===== src/rtl/lcd_msg_pkg.sv =====
// Shared types and constants for the LCD message arbiter: FSM states,
// source indices and the idle banner text.
package lcd_msg_pkg;

   typedef enum logic [1:0] {
      IDLE = 2'd0,
      SHOW = 2'd1,
      FREE = 2'd2
   } lcd_state_t;

   localparam logic [1:0] SRC_FAULT  = 2'd0;
   localparam logic [1:0] SRC_STATUS = 2'd1;
   localparam logic [1:0] SRC_PROMPT = 2'd2;

   localparam logic [127:0] BANNER_R1 = "COFFEE MACHINE  ";
   localparam logic [127:0] BANNER_R2 = "  READY         ";

endpackage


===== src/rtl/lcd_hold_timer.sv =====
// Minimum-hold counter: clears on a new grant, counts while enabled and
// parks at MIN_HOLD-1 so a long-lived owner never wraps back into its window.
module lcd_hold_timer #(
   parameter int MIN_HOLD = 50000000,
   parameter int HOLD_W   = 26
) (
   input  logic clk,
   input  logic rst,
   input  logic clr,
   input  logic en,
   output logic expired
);

   localparam logic [HOLD_W-1:0] LAST = HOLD_W'(MIN_HOLD - 1);

   logic [HOLD_W-1:0] count;

   always_ff @(posedge clk) begin
      if (rst) begin
         count <= '0;
      end else if (clr) begin
         count <= '0;
      end else if (en && (count != LAST)) begin
         count <= count + 1'b1;
      end
   end

   assign expired = (count == LAST);

endmodule


===== src/rtl/lcd_msg_arbiter.sv =====
// Arbitrates the two-row LCD buffer between fault, status and prompt sources
// with a minimum hold time, fault preemption and an idle banner fallback.
module lcd_msg_arbiter
   import lcd_msg_pkg::*;
#(
   parameter int MIN_HOLD = 50000000,
   parameter int HOLD_W   = 26
) (
   input  logic         clk,
   input  logic         RST,
   input  logic [2:0]   req,
   input  logic [127:0] msg0_r1,
   input  logic [127:0] msg0_r2,
   input  logic [127:0] msg1_r1,
   input  logic [127:0] msg1_r2,
   input  logic [127:0] msg2_r1,
   input  logic [127:0] msg2_r2,
   output logic [2:0]   gnt,
   output logic [127:0] row_1,
   output logic [127:0] row_2,
   output logic         msg_chg,
   output logic         busy
);

   lcd_state_t   state, state_n;
   logic [2:0]   gnt_n;
   logic [1:0]   sel;
   logic [127:0] sel_r1, sel_r2, live_r1, live_r2;
   logic [127:0] row_1_n, row_2_n;
   logic         chg_n, hold_clr, expired, live_en;

   function automatic logic [2:0] onehot(input logic [1:0] idx);
      return 3'b001 << idx;
   endfunction

   always_comb begin
      sel = SRC_FAULT;
      if (req[0])      sel = SRC_FAULT;
      else if (req[1]) sel = SRC_STATUS;
      else if (req[2]) sel = SRC_PROMPT;
   end

   always_comb begin
      sel_r1 = msg0_r1;
      sel_r2 = msg0_r2;
      case (sel)
         SRC_STATUS: begin sel_r1 = msg1_r1; sel_r2 = msg1_r2; end
         SRC_PROMPT: begin sel_r1 = msg2_r1; sel_r2 = msg2_r2; end
         default:    begin sel_r1 = msg0_r1; sel_r2 = msg0_r2; end
      endcase
   end

   // Live-update source follows the current owner, not the priority pick.
   always_comb begin
      live_r1 = msg0_r1;
      live_r2 = msg0_r2;
      if (gnt[1]) begin live_r1 = msg1_r1; live_r2 = msg1_r2; end
      if (gnt[2]) begin live_r1 = msg2_r1; live_r2 = msg2_r2; end
   end

   assign live_en = |(gnt & req);

   always_comb begin
      state_n  = state;
      gnt_n    = gnt;
      chg_n    = 1'b0;
      hold_clr = 1'b0;
      row_1_n  = row_1;
      row_2_n  = row_2;
      if (live_en) begin
         row_1_n = live_r1;
         row_2_n = live_r2;
      end
      case (state)
         IDLE: begin
            if (|req) begin
               gnt_n    = onehot(sel);
               row_1_n  = sel_r1;
               row_2_n  = sel_r2;
               hold_clr = 1'b1;
               chg_n    = 1'b1;
               state_n  = SHOW;
            end
         end
         SHOW: begin
            if (req[0] && !gnt[0]) begin
               gnt_n    = onehot(SRC_FAULT);
               row_1_n  = msg0_r1;
               row_2_n  = msg0_r2;
               hold_clr = 1'b1;
               chg_n    = 1'b1;
            end else if (expired) begin
               state_n = FREE;
            end
         end
         FREE: begin
            if (req == 3'b000) begin
               gnt_n   = 3'b000;
               row_1_n = BANNER_R1;
               row_2_n = BANNER_R2;
               chg_n   = 1'b1;
               state_n = IDLE;
            end else if (onehot(sel) != gnt) begin
               gnt_n    = onehot(sel);
               row_1_n  = sel_r1;
               row_2_n  = sel_r2;
               hold_clr = 1'b1;
               chg_n    = 1'b1;
               state_n  = SHOW;
            end
         end
         default: begin
            state_n = IDLE;
            gnt_n   = 3'b000;
         end
      endcase
   end

   always_ff @(posedge clk) begin
      if (RST) begin
         state   <= IDLE;
         gnt     <= 3'b000;
         row_1   <= BANNER_R1;
         row_2   <= BANNER_R2;
         msg_chg <= 1'b0;
      end else begin
         state   <= state_n;
         gnt     <= gnt_n;
         row_1   <= row_1_n;
         row_2   <= row_2_n;
         msg_chg <= chg_n;
      end
   end

   lcd_hold_timer #(
      .MIN_HOLD(MIN_HOLD),
      .HOLD_W  (HOLD_W)
   ) u_hold_timer (
      .clk    (clk),
      .rst    (RST),
      .clr    (hold_clr),
      .en     (state == SHOW),
      .expired(expired)
   );

   assign busy = (state == SHOW);

endmodule

===== config.mk =====
export PLATFORM = sky130hd
export DESIGN_NAME = lcd_msg_arbiter
export DESIGN_NICKNAME = d
export VERILOG_FILES = /design/src/rtl/lcd_msg_pkg.sv /design/src/rtl/lcd_hold_timer.sv /design/src/rtl/lcd_msg_arbiter.sv
export SDC_FILE = /design/constraint.sdc
export NUM_CORES = 1
export LEC_CHECK = 0
export ABC_AREA = 0
export ABC_CLOCK_PERIOD_IN_PS = 4500
export BUFFER_PORTS_ARGS = -buffer_cell sky130_fd_sc_hd__buf_2
export CORE_AREA = 2 2 400 402
export CTS_CLUSTER_DIAMETER = 150
export CTS_CLUSTER_SIZE = 24
export DETAILED_ROUTE_END_ITERATION = 7
export DIE_AREA = 0 0 402 404
export GPL_TIMING_DRIVEN = 0
export PLACE_DENSITY = 0.37
export SLEW_MARGIN = 20
export SYNTH_ARGS = -nofsm -noshare
export SYNTH_HDL_FRONTEND = slang
export SYNTH_HIERARCHICAL = 1
export SYNTH_SLANG_ARGS = --single-unit

===== constraint.sdc =====
create_clock -name clk -period 4.5 [get_ports clk]
set_input_delay 0.45 -clock clk [delete_from_list [all_inputs] [get_ports clk]]
set_output_delay 0.45 -clock clk [all_outputs]
set_load 0.03 [all_outputs]

# Word-level counts from Yosys, hierarchy flattened
# Index checks and enable logic that the tools add are counted.
[word_totals]
regBits = 288
latchBits = 0
ram_bits = 0
mem_bits_ro = 0
mem_count = 0
[op_classes]
add_sub_neg = 1
multipliers = 0
n_div = 0
order_cmp = 0
n_eq_ne = 12
shift = 1
muxes = 39
bitwise = 1
reduce_logical = 10
[ops]
columns = ["cell", "n"]
rows = [
  ["128-bit 2-to-1 mux", 14],
  ["128-bit case mux with 3 select lines", 2],
  ["128-bit case mux with 2 select lines", 2],
  ["26-bit by 1-bit adder with 26-bit output (second input constant)", 1],
  ["26-bit == test (second input constant)", 1],
  ["26-bit != test (second input constant)", 1],
  ["2-bit 2-to-1 mux", 8],
  ["3-bit 2-to-1 mux", 4],
  ["3-bit case mux with 3 select lines", 1],
  ["2-bit != test (second input constant)", 4],
  ["1-bit case mux with 3 select lines", 2],
  ["2-bit case mux with 3 select lines", 1],
  ["3-bit OR reduction", 2],
  ["1-bit 2-to-1 mux", 5],
  ["2-bit by 1-bit == test with 1-bit output (second input constant)", 2],
  ["2-bit == test (second input constant)", 2],
  ["4-bit AND reduction", 1],
  ["3-bit bitwise AND", 1],
  ["3-bit zero test", 1],
  ["3-bit != test", 1],
  ["3-bit != test (second input constant)", 1],
  ["3-bit AND reduction", 1],
  ["1-bit by 2-bit << shifter with 3-bit output (first input constant)", 1],
  ["1-bit logical AND", 2],
  ["other kinds (3)", 3],
]

# Depth between registers and ports, before layout
[logic_depth]
word_depth = 9
ltp_mapped = 10

# By module
# Netlist, hierarchy kept.
[modules_own_cells]
columns = ["module", "instances", "cells_per_inst", "area_per_inst_um2", "seq_area_each_um2"]
rows = [
  ["lcd_msg_arbiter", 1, 3234, 24048.1, 5245.0],
  ["lcd_hold_timer", 1, 160, 1311.3, 520.5],
]

# Least setup slack after synthesis
# No wires, ideal clock.
[synth_timing]
path_type = "input-to-reg"
from = "input req[0]"
to = "register u_hold_timer.count[0]"
setup_time_ns = 0.128
arrival_ns = 2.175
required_ns = 4.372
slack_ns = 2.198
path_stages = 9
path_cell_list = "buf_2 nand2b_1 nor3_1 clkbuf_1 a21o_1 or2_2 clkbuf_1 clkbuf_1 nor2_1"
[synth_via]
elab_chain_len = 7
[synth_lines]
columns = ["item", "line_no", "source"]
rows = [
  ["start: declaration", "lcd_msg_arbiter.sv:11", "input logic [2:0] req,"],
  ["2-bit 2-to-1 mux", "lcd_msg_arbiter.sv:38", "if (req[0]) sel = SRC_FAULT;"],
  ["1-bit by 2-bit << shifter with 3-bit output", "lcd_msg_arbiter.sv:33", "return 3'b001 << idx;"],
  ["3-bit != test", "lcd_msg_arbiter.sv:103", "end else if (onehot(sel) != gnt) begin"],
  ["1-bit 2-to-1 mux", "lcd_msg_arbiter.sv:103", ""],
  ["1-bit 2-to-1 mux", "lcd_msg_arbiter.sv:97", "if (req == 3'b000) begin"],
  ["1-bit case mux with 3 select lines (*)", "lcd_msg_arbiter.sv:74", "case (state)"],
  ["named net hold_clr", "lcd_msg_arbiter.sv:30", "logic chg_n, hold_clr, expired, live_en;"],
  ["2-bit OR reduction (no line) (*)", "n/a", ""],
  ["end signal: assignment", "lcd_hold_timer.sv:24", "count <= count + 1'b1;"],
  ["end: declaration", "lcd_hold_timer.sv:16", "logic [HOLD_W-1:0] count;"],
]
# Mark *: on every way through the listed nets, which the timed path passes. The rest lies on a longest branch.
# A chain may end at the register's enable or synchronous reset.

# Worst setup path in the final report
[layout_timing]
from = "register gnt[2]"
to = "register row_2[47]"
[layout_via]
elab_chain_len = 6
[layout_lines]
columns = ["item", "line_no", "source"]
rows = [
  ["start: declaration", "lcd_msg_arbiter.sv:18", "output logic [2:0] gnt,"],
  ["start signal: assignment", "lcd_msg_arbiter.sv:128", "gnt <= gnt_n;"],
  ["3-bit bitwise AND", "lcd_msg_arbiter.sv:61", "assign live_en = |(gnt & req);"],
  ["3-bit OR reduction", "lcd_msg_arbiter.sv:61", ""],
  ["128-bit 2-to-1 mux", "lcd_msg_arbiter.sv:70", "if (live_en) begin"],
  ["128-bit 2-to-1 mux", "lcd_msg_arbiter.sv:103", ""],
  ["128-bit 2-to-1 mux", "lcd_msg_arbiter.sv:97", ""],
  ["128-bit case mux with 3 select lines (*)", "lcd_msg_arbiter.sv:74", ""],
  ["end signal: assignment", "lcd_msg_arbiter.sv:130", "row_2 <= row_2_n;"],
  ["end: declaration", "lcd_msg_arbiter.sv:20", "output logic [127:0] row_2,"],
]
# Mark *: on every way between the ends. The rest lies on a longest branch, timed or not.

==> results.md <==
Die:
- The total number of placement rows is 146.
- The I/O pin count is 1034.
- The chip width is approximately 400 µm.
- After floorplanning, the core was sized to cover 157800 µm².
- The starting utilization of the core area is 0.1607.
- The die is about 400 µm tall.
- The overall die area is 162400 µm².

Timing:
- Headroom to the max-slew limit came out at 0.2583.
- The final-report hold violation count is 0.
- Setup violations remaining at the end of the flow were counted as 0.
- Setup repair after global routing left no endpoint under its margin.
- The slew of the pin with the lowest slew margin is 1.113 ns.
- The total negative slack is 0 ns.
- The number of max-slew violations in the final report is 0.
- The post-route clock skew is 0.03323 ns.
- Subtracting the final worst setup slack from the clock period gives 3.493 ns.
- The fraction of the cycle the final worst path needs is 0.7761.
- The maximum clock rate is 286.3 MHz.
- The final hold slack is 0.07526 ns.

Critical path:
- The slowest cell on the critical path is sky130_fd_sc_hd__clkbuf_2.
- The endpoint kind of the worst setup timing path is a flip-flop.
- The arrival time reported for the critical path endpoint is 3.95 ns.
- The most numerous cell type found on the critical path is sky130_fd_sc_hd__buf_2.
- The worst stage delay on the critical path is 0.62 ns.
- The required arrival time at the worst endpoint is approximately 5 ns.
- The sort of element at the start of the critical path is a flip-flop.
- The maximum net fanout on the critical path is 10.
- The worst setup path category is flip-flop to flip-flop.
- The critical path goes through clkbuf_2, and3_1, o21ai_2, nand3b_2, buf_2, buf_2, o221ai_1.

Power and ir drop:
- The areal power density over the cells is 271.3 nW/µm².
- IR analysis of the VDD net gives a maximum drop of 0.2607 mV.
- The static leakage power is 13.80 nW.

Global routing:
- The number of global-route vias before repair is 32070.
- The number of antenna violations at the first check in global routing was about 110.
- The total congestion overflow after global routing is 0.
- For this run, the total global-route usage over all layers was measured as 0.2175.
- The first global-routing pass estimated 256300 µm of wire.
- Entering global routing, the biggest net connects 25 pins.

Logic synthesis:
- The number of instances in the synthesized netlist is ~3400.
- The share of synthesized cell area in full adder, half adder and majority cells is 0.0004934.
- The primary flip-flop cell chosen by synthesis mapping is sky130_fd_sc_hd__dfxtp_1.
- The share of synthesized area spent on multiplexers is 0.2021.
- By area, the combinational part of the netlist is dominated by compound AO/OA/AOI/OAI gates.
- The synthesized design contains 288 register bits.
- Of the total synthesized cell area, the portion taken by XOR and XNOR cells is 0.003454.
- The netlist uses 56 different library cells.
- The net count of the mapped netlist is between 4000 and 5000.
- The average cell area after synthesis is 7.472 µm².
- The number of flops mapped to enable cells by yosys is 0.
- The combined area of all synthesized cells is 25360 µm².
- Of the total synthesized cell area, the portion taken by AND, OR, NAND and NOR gates is 0.1927.
- The compound-gate portion of the synthesized area is 0.3113.
- The async set-reset flop share out of synthesis is 0.
- The register area share after synthesis is 0.2274.
- For this run, the number of Yosys warnings is 6.

Route:
- After detailed routing, the number of remaining DRC violations is 0.
- The final layout contains routed wiring with a total length of 187700 µm.
- The via count normalized by instance count is ~5.
- The number of DRC markers after the initial detailed-route iteration is 2855.
- The number of iterations in the first detailed-routing pass is 8.
- The mean routed wirelength per cell is between 20 and 30 µm.
- The number of nets with antenna violations after detailed routing is 0.
- The routed layout has 33150 vias.

Clocking:
- The maximum clock insertion buffer count is 3.
- Counting the buffers created by CTS gives 19.
- CTS built an H-tree with a depth of 1.
- The clock root buffer is sky130_fd_sc_hd__clkbuf_16.
- For this design, the CTS-stage hold fixing added 0 buffers.
- Buffers added to address setup during post-CTS repair amount to 0.
- Post-CTS repair changed the size of 0 cells.
- The clock tree from TritonCTS is yes.
- The insertion delay of the later-clocked pin in the worst-skew pair is 0.60 ns.
- The TritonCTS sink count is 288.
- The clock-pin transition on the worst setup and hold timing paths is 0.12 ns.

Layout:
- In the final design database the tool counted between 5000 and 6000 nets.
- Fill cells in the final layout number approximately 18000.
- In the layout the commonest cells are sky130_fd_sc_hd__buf_2 (1142), sky130_fd_sc_hd__mux2i_1 (512), sky130_fd_sc_hd__nand2_1 (458).
- In the final layout, the multi-input gates occupy approximately 18000 µm².
- Of the cells placed in the final design, the portion with a size suffix greater than 1 is 0.2801.
- The footprint of the flip-flops and latches is 5766 µm².
- The filler-free cell count of the finished design is 6584.
- The share of the core filled with cells is 0.2153.
- Leaving out fill and tap cells, the most frequent cell in the layout is sky130_fd_sc_hd__buf_2.
- The area growth from synthesis to final layout is 33.97%.

Status:
- The flow ran to the end, and the final reports show no timing, DRC or antenna violations.

Job:
- The count of maximum capacitance violations is 0.

Placement:
- The number of placed instances, taps included, is between 6000 and 7000.
- Routability-driven placement finished with a final weighted congestion of between 0.9 and 1.
- The detailed placement HPWL is 147000 µm.
- The number of port buffers is 1033.

Hold path:
- The worst min-delay path class is input pin to flip-flop.
worst max-delay path: cells and delay by family (launching register included):
| family | cells | cell delay, ns |
|---|---|---|
| AOI/OAI and AO/OA | 2 | 0.26 |
| and+or+nand+nor | 2 | 0.88 |
| DFF | 1 | 0.61 |
| buffers and inverters | 3 | 1.56 |
final cells by class:
| type | instances | share of cell area |
|---|---|---|
| multi-input cells | 2741 | 0.5306 |
| flip-flops and latches | 288 | 0.1697 |
| diodes | 50 | 0.003683 |
| repair buffers | 1038 | 0.1537 |
| inverters | 7 | 0.0007734 |
| clock buffers | 21 | 0.01451 |
| well taps | 2072 | 0.07631 |
| clock inverters | 9 | 0.004125 |
| plain buffers | 358 | 0.04666 |
metal layers:
| layer | vias up | GRT usage | share of wire |
|---|---|---|---|
| met5 | - | 0 | 0.0020 |
| met4 | 60 | 0.07703 | 0.038 |
| met3 | 332 | 0.05560 | 0.078 |
| met2 | 1564 | 0.3574 | 0.47 |
| met1 | 16270 | 0.2737 | 0.42 |
| li1 | 14920 | - | - |
logic make-up after synthesis:
kind of cell             after synthesis
adder cells (fa/ha/maj)                1
AO/OA/AOI/OAI                       1148
multiplexers                         512
flip-flops                           288
AND/OR/NAND/NOR                     1070
buffers and inverters                365
XOR/XNOR                              10
synthesized netlist by cell type, drive strengths merged, types with 3 or more instances:
master | number | area, µm²
and4 | 3 | 26.28
or4 | 3 | 22.52
a21oi | 343 | 1720
o21bai | 3 | 33.78
nand2 | 458 | 1719
a21o | 3 | 22.52
nor2b | 259 | 1620
nor3 | 8 | 40.04
dfxtp | 288 | 5766
and3 | 5 | 36.28
o31ai | 4 | 35.03
o21ai | 273 | 1370
nor2 | 280 | 1051
nor4b | 4 | 41.29
nor4 | 4 | 37.53
xnor2 | 3 | 26.28
nand3 | 13 | 77.58
clkbuf | 213 | 799.5
inv | 7 | 26.28
xor2 | 7 | 61.31
nand4 | 13 | 81.33
a221oi | 256 | 2242
or3 | 12 | 75.07
mux2i | 512 | 5125
buf | 145 | 762.0
o221ai | 256 | 2367
state kept, by name, summed over array words and instances (netlist names):
signal / count
msg_chg: 1
gnt: 3
state: 2
u_hold_timer/count: 26
row_2: 128
row_1: 128
path summary, 6_finish.rpt:
check | slack [ns] | end | from | depth (start not counted)
min reg2reg | 0.49 | u_hold_timer/count[25]$_SDFFE_PP0P_ | u_hold_timer/count[25]$_SDFFE_PP0P_ | 2
min | 0.08 | row_2[49]$_SDFF_PP0_ | msg0_r2[49] | 3
max | 1.01 | row_2[47]$_SDFF_PP0_ | gnt[2]$_SDFFE_PP0P_ | 7
max reg2reg | 1.01 | row_2[47]$_SDFF_PP0_ | gnt[2]$_SDFFE_PP0P_ | 7
power breakdown:
group / switching (mW) / internal (mW)
logic: 2.58 / 1.32
clock network: 1.32 / 0.941
registers: 0.206 / 2.84
total: 4.11 / 5.11
through the flow:
stage / worst slack (ns) / area, µm² / total power, mW
after global routing: 0.8010 / 33950 / 9.634
after floorplan: 2.198 / 25360 / 5.238
final: 1.007 / 33980 / 9.217
after CTS: 0.8980 / 33850 / 9.315
after global placement: -0.3632 / 33120 / 6.982
after detailed placement: 0.9033 / 33220 / 6.992
Power figures use the tool's default switching activity.
